===== src/rtl/fft_bit_reverse_stream.sv =====
// Streaming bit-reversal buffer: stores one frame in natural order, emits it in bit-reversed order.
// Define FFT_BITREV_PINGPONG_EN for two banks so one frame fills while the other drains.
module fft_bit_reverse_stream #(
    parameter int BIT_WIDTH = 32,
    parameter int N_SAMPLES = 8
) (
    input  logic                 clk,
    input  logic                 reset,
    input  logic [BIT_WIDTH-1:0] recv_msg,
    input  logic                 recv_val,
    output logic                 recv_rdy,
    output logic [BIT_WIDTH-1:0] send_msg,
    output logic                 send_val,
    input  logic                 send_rdy,
    output logic                 send_last
);
    localparam int IDX_W = (N_SAMPLES >= 2) ? $clog2(N_SAMPLES) : 1;
`ifdef FFT_BITREV_PINGPONG_EN
    localparam int NB = 2;
`else
    localparam int NB = 1;
`endif
    localparam logic [1:0] FILLING  = 2'd0;
    localparam logic [1:0] FULL     = 2'd1;
    localparam logic [1:0] DRAINING = 2'd2;
    localparam logic [IDX_W-1:0] LAST_IDX = IDX_W'(N_SAMPLES - 1);

    if (N_SAMPLES < 2 || (N_SAMPLES & (N_SAMPLES - 1)) != 0) begin : g_bad_n
        $error("fft_bit_reverse_stream: N_SAMPLES must be a power of two >= 2");
    end

    logic [IDX_W-1:0]     wr_idx_reg, wr_idx_next;
    logic [IDX_W-1:0]     rd_idx_reg, rd_idx_next;
    logic [IDX_W-1:0]     rev_idx;
    logic                 wb_reg, wb_next;
    logic                 rb_reg, rb_next;
    logic [1:0]           full_vec;
    logic [BIT_WIDTH-1:0] bank_rd [2];
    logic                 wr_fire, rd_fire;
    logic                 wr_last, rd_last;

    assign recv_rdy  = !full_vec[wb_reg] && !reset;
    assign send_val  = full_vec[rb_reg];
    assign send_msg  = send_val ? bank_rd[rb_reg] : '0;
    assign wr_last   = (wr_idx_reg == LAST_IDX);
    assign rd_last   = (rd_idx_reg == LAST_IDX);
    assign send_last = send_val && rd_last;
    assign wr_fire   = recv_val && recv_rdy;
    assign rd_fire   = send_val && send_rdy;

    // Read address is the mirrored drain counter.
    for (genvar gi = 0; gi < IDX_W; gi++) begin : g_rev
        assign rev_idx[gi] = rd_idx_reg[IDX_W-1-gi];
    end

    // Bank slots beyond NB are tied off so the pointer muxes stay uniform in both builds.
    for (genvar gi = 0; gi < 2; gi++) begin : g_bank
        if (gi < NB) begin : g_used
            localparam logic BANK_ID = (gi == 1);
            logic [1:0]           state_reg, state_next;
            logic [BIT_WIDTH-1:0] mem_reg [N_SAMPLES];
            logic                 wr_sel, rd_sel;

            assign wr_sel = wr_fire && (wb_reg == BANK_ID);
            assign rd_sel = rd_fire && (rb_reg == BANK_ID);

            always_comb begin
                state_next = state_reg;
                case (state_reg)
                    FILLING: begin
                        if (wr_sel && wr_last) begin
                            state_next = FULL;
                        end
                    end
                    FULL: begin
                        if (rd_sel) begin
                            state_next = rd_last ? FILLING : DRAINING;
                        end
                    end
                    DRAINING: begin
                        if (rd_sel && rd_last) begin
                            state_next = FILLING;
                        end
                    end
                    default: state_next = FILLING;
                endcase
            end

            always_ff @(posedge clk) begin
                if (reset) begin
                    state_reg <= FILLING;
                end else begin
                    state_reg <= state_next;
                end
            end

            // Contents are deliberately not reset; a cleared bank is never read.
            always_ff @(posedge clk) begin
                if (wr_sel) begin
                    mem_reg[wr_idx_reg] <= recv_msg;
                end
            end

            assign full_vec[gi] = (state_reg != FILLING);
            assign bank_rd[gi]  = mem_reg[rev_idx];
        end else begin : g_unused
            assign full_vec[gi] = 1'b0;
            assign bank_rd[gi]  = '0;
        end
    end

    always_comb begin
        wr_idx_next = wr_idx_reg;
        wb_next     = wb_reg;
        if (wr_fire) begin
            wr_idx_next = wr_idx_reg + IDX_W'(1);
            if (wr_last && NB == 2) begin
                wb_next = ~wb_reg;
            end
        end
    end

    always_comb begin
        rd_idx_next = rd_idx_reg;
        rb_next     = rb_reg;
        if (rd_fire) begin
            rd_idx_next = rd_idx_reg + IDX_W'(1);
            if (rd_last && NB == 2) begin
                rb_next = ~rb_reg;
            end
        end
    end

    always_ff @(posedge clk) begin
        if (reset) begin
            wr_idx_reg <= '0;
            rd_idx_reg <= '0;
            wb_reg     <= 1'b0;
            rb_reg     <= 1'b0;
        end else begin
            wr_idx_reg <= wr_idx_next;
            rd_idx_reg <= rd_idx_next;
            wb_reg     <= wb_next;
            rb_reg     <= rb_next;
        end
    end
endmodule


===== config.mk =====
export PLATFORM = sky130hd
export DESIGN_NAME = fft_bit_reverse_stream
export DESIGN_NICKNAME = d
export VERILOG_FILES = /design/src/rtl/fft_bit_reverse_stream.sv
export SDC_FILE = /design/constraint.sdc
export NUM_CORES = 1
export LEC_CHECK = 0
export ABC_AREA = 0
export BUFFER_PORTS_ARGS = -buffer_cell sky130_fd_sc_hd__buf_2
export CAP_MARGIN = 15
export CORE_UTILIZATION = 45
export CTS_CLUSTER_DIAMETER = 40
export DETAILED_ROUTE_END_ITERATION = 16
export HOLD_SLACK_MARGIN = 0.06
export PLACE_DENSITY = 0.69
export RECOVER_POWER = 25
export SETUP_SLACK_MARGIN = 0.05
export SYNTH_ARGS = -nofsm -noshare
export SYNTH_HDL_FRONTEND = slang
export SYNTH_SLANG_ARGS = --single-unit

===== constraint.sdc =====
create_clock -name clk -period 7.05 [get_ports clk]
set_input_delay 1.41 -clock clk [delete_from_list [all_inputs] [get_ports clk]]
set_output_delay 1.41 -clock clk [all_outputs]
set_load 0.1 [all_outputs]

==> flow_summary.yaml <==
run_status:
  status: "completed"
setup_path:
  end_kind: "output pin"
  cp_top_family: "flip-flops"
  cp_num_buf_inv: 2
  required_ns: 5.64
  worstSetupStartpointType: "register"
  reg2reg_from: "g_bank[0].g_used.state_reg[1]"
  crit_fanout: 77
  worstPathArrival_ns: 3.25
  criticalPathCategory: "register to output pin"
  path_cells: "buf_12 > mux2i_1 > nor3_1 > or3_1 > buf_2"
  cp_slowest_stage_delay_ns: 0.94
  crit_slowest_cell: "dfxtp_4"
sta:
  fin_crit_sh: 0.660
  rsz0062_at_grt: "false"
  tns_ns: 0
  fin_hold_ws_ns: 0.563
  hold_viol_final: 0
  setup_viol: 0
  fin_skew_ns: 0.00896
  period_needed_ns: 4.66
  slew_headroom: 0.362
  finalMaxSlewViolations: 0
  fmax_mhz: 215
  worst_slew_pin_slew_ns: 0.958
power_and_ir_drop:
  p_leak_nw: 3.86
  p_clk_frac: 0.456
  vdd_drop_max_mv: 0.180
  p_comb_frac: 0.018
  power_density_mw_per_mm2: 275
  p_switching_uw: 642
  switching_share: 0.191
  p_int_mw: 2.72
  power_frac_seq: 0.526
floorplanning:
  die_w_um: 155
  io_pins: 71
  dieHeight_um: 155
  die-area_mm2: 0.0241
  core_mm2: 0.0228
  initial_core_util: 0.463
  core.rowCount: 55
clocking:
  tritoncts: "done"
  cts_sinks: 267
  htreeDepth: 1
  post-cts-setup-buffers: 0
  clockBufferDepth: 3
  cts_resized: 0
  cts.clk_slew.worst_paths_ns: 0.05
  cts_buffers: 31
  postCtsHoldBufs: 0
  clk_latency_ns: 0.54
  cts_root_buf: "clkbuf_16"
drt:
  drc_errors: 0
  wirelength_um: 21100
  vias: 5629
  detail-route-antenna-nets: 0
  first_pass_iters: 6
  viasPerCell: 5.51
  drtIter0Drc: 381
  wire_per_inst_um: 20.7
final_layout:
  fin_cells: 1022
  final_common_cell: "edfxtp_1"
  largest_reg_flops: 256
  layout_common_cells: "edfxtp_1, mux2i_1, nor3_1"
  final_nets: 727
  area_growth_pct: 15.5
  drive_gt1_frac: 0.174
run:
  cap_violations: 0
synth:
  synth_top_area_frac: 0.727
  seq_area_frac_synth: 0.748
  synthTopCellsByArea: "edfxtp_1, mux2i_1, nor3_1, o32ai_1, dfxtp_1"
  yosys_register_bits: 267
  yosysWarnings: 0
  synth_edf_count: 256
  syn_avg_cell_area_um2: 17.4
  synth_fp_nets: 649
  async_flop_share: 0
  ys.flop_type: "edfxtp_1"
  syn_inst: 609
  netlist_area_mm2: 0.0106
  synthDistinctLibCells: 30
  yosys.area.top_type: "edfxtp_1"
grt:
  antenna_found_initial: 2
  grt.total_usage: 0.176
  overflow: 0
  grt_pass1_vias: 5599
  grt_pass1_wl_um: 32000
  grt_max_degree: 78
placed_design:
  placed_cells: 967
  place_hpwl_um: 11800
  gp_congestion: 0.713
  port_buffers: 70
hold_path:
  holdCritPathClass: "register to register"
  hp-start: "rd_idx_reg[1]"
[path summary, 6_finish.rpt]
check | to | slack [ns] | cells past startpoint
setup / recovery | send_msg[3] | 2.39 | 5
hold / removal | register | 0.56 | 2
setup reg to reg | g_bank[0].g_used.mem_reg[1][29] | 4.34 | 4
hold reg to reg | register | 0.56 | 2
[layout make-up]
class	count	area, um2
Inverter	1	3.75
Clock inverter	18	196
Antenna cell	1	2.50
Multi-Input combinational cell	301	2470
Clock buffer	36	795
Sequential cell	267	7910
Timing Repair Buffer	85	449
Tap cell	313	392
Fill cell	1833	10600
[metrics by stage]
step	power, mW	util	instance area [um2]	setup slack, ns
2_1_floorplan	1.82	-	10600	0.118
3_3_place_gp	1.86	0.492	11300	3.01
3_5_place_dp	1.86	0.492	11300	3.00
4_1_cts	3.39	0.536	12200	2.42
5_1_grt	3.46	0.535	12200	2.31
6_report	3.36	0.535	12200	2.39
[synthesized netlist by cell type, types with 2 or more instances]
cell type    n
nor2_1      13
mux2i_1    132
buf_2       19
buf_4       17
buf_6        3
ha_1         4
nand2b_1     2
o32ai_1     32
dfxtp_1     11
edfxtp_1   256
nor2b_1      2
nand2_1      2
or3_1       32
nor3_1      68
[logic make-up after synthesis]
| kind of cell | after synthesis | share of synthesized area |
|---|---|---|
| fa+ha+maj | 4 | 0.00473 |
| xor+xnor | 2 | 0.00166 |
| mux | 133 | 0.126 |
| simple gates | 124 | 0.0623 |
| flops | 267 | 0.748 |
| compound gates | 38 | 0.0327 |
| buf+inv | 41 | 0.0250 |
[power groups by stage]
stage          combinational, mW  clock [mW]  sequential (mW)
2_1_floorplan             0.0231           0             1.80
3_3_place_gp              0.0600           0             1.80
3_5_place_dp              0.0638           0             1.80
4_1_cts                   0.0641        1.56             1.77
5_1_grt                   0.0679        1.62             1.77
6_report                  0.0613        1.53             1.77
[worst register-to-register path: cells and delay by family, from the launching register on]
family	cells	cell delay [ns]
and+or+nand+nor	3	1.41
DFF	1	0.45
buffers and inverters	1	0.50
[layer usage]
| layer | global-route usage | vias up | wire [um] |
|---|---|---|---|
| met3 | 0.0329 | 47 | 1130 |
| met4 | 0.0621 | 2 | 524 |
| met2 | 0.298 | 150 | 10400 |
| li1 | - | 2590 | - |
| met1 | 0.228 | 2840 | 9040 |
| met5 | 0 | - | 13 |
Power figures use the tool's default switching activity.
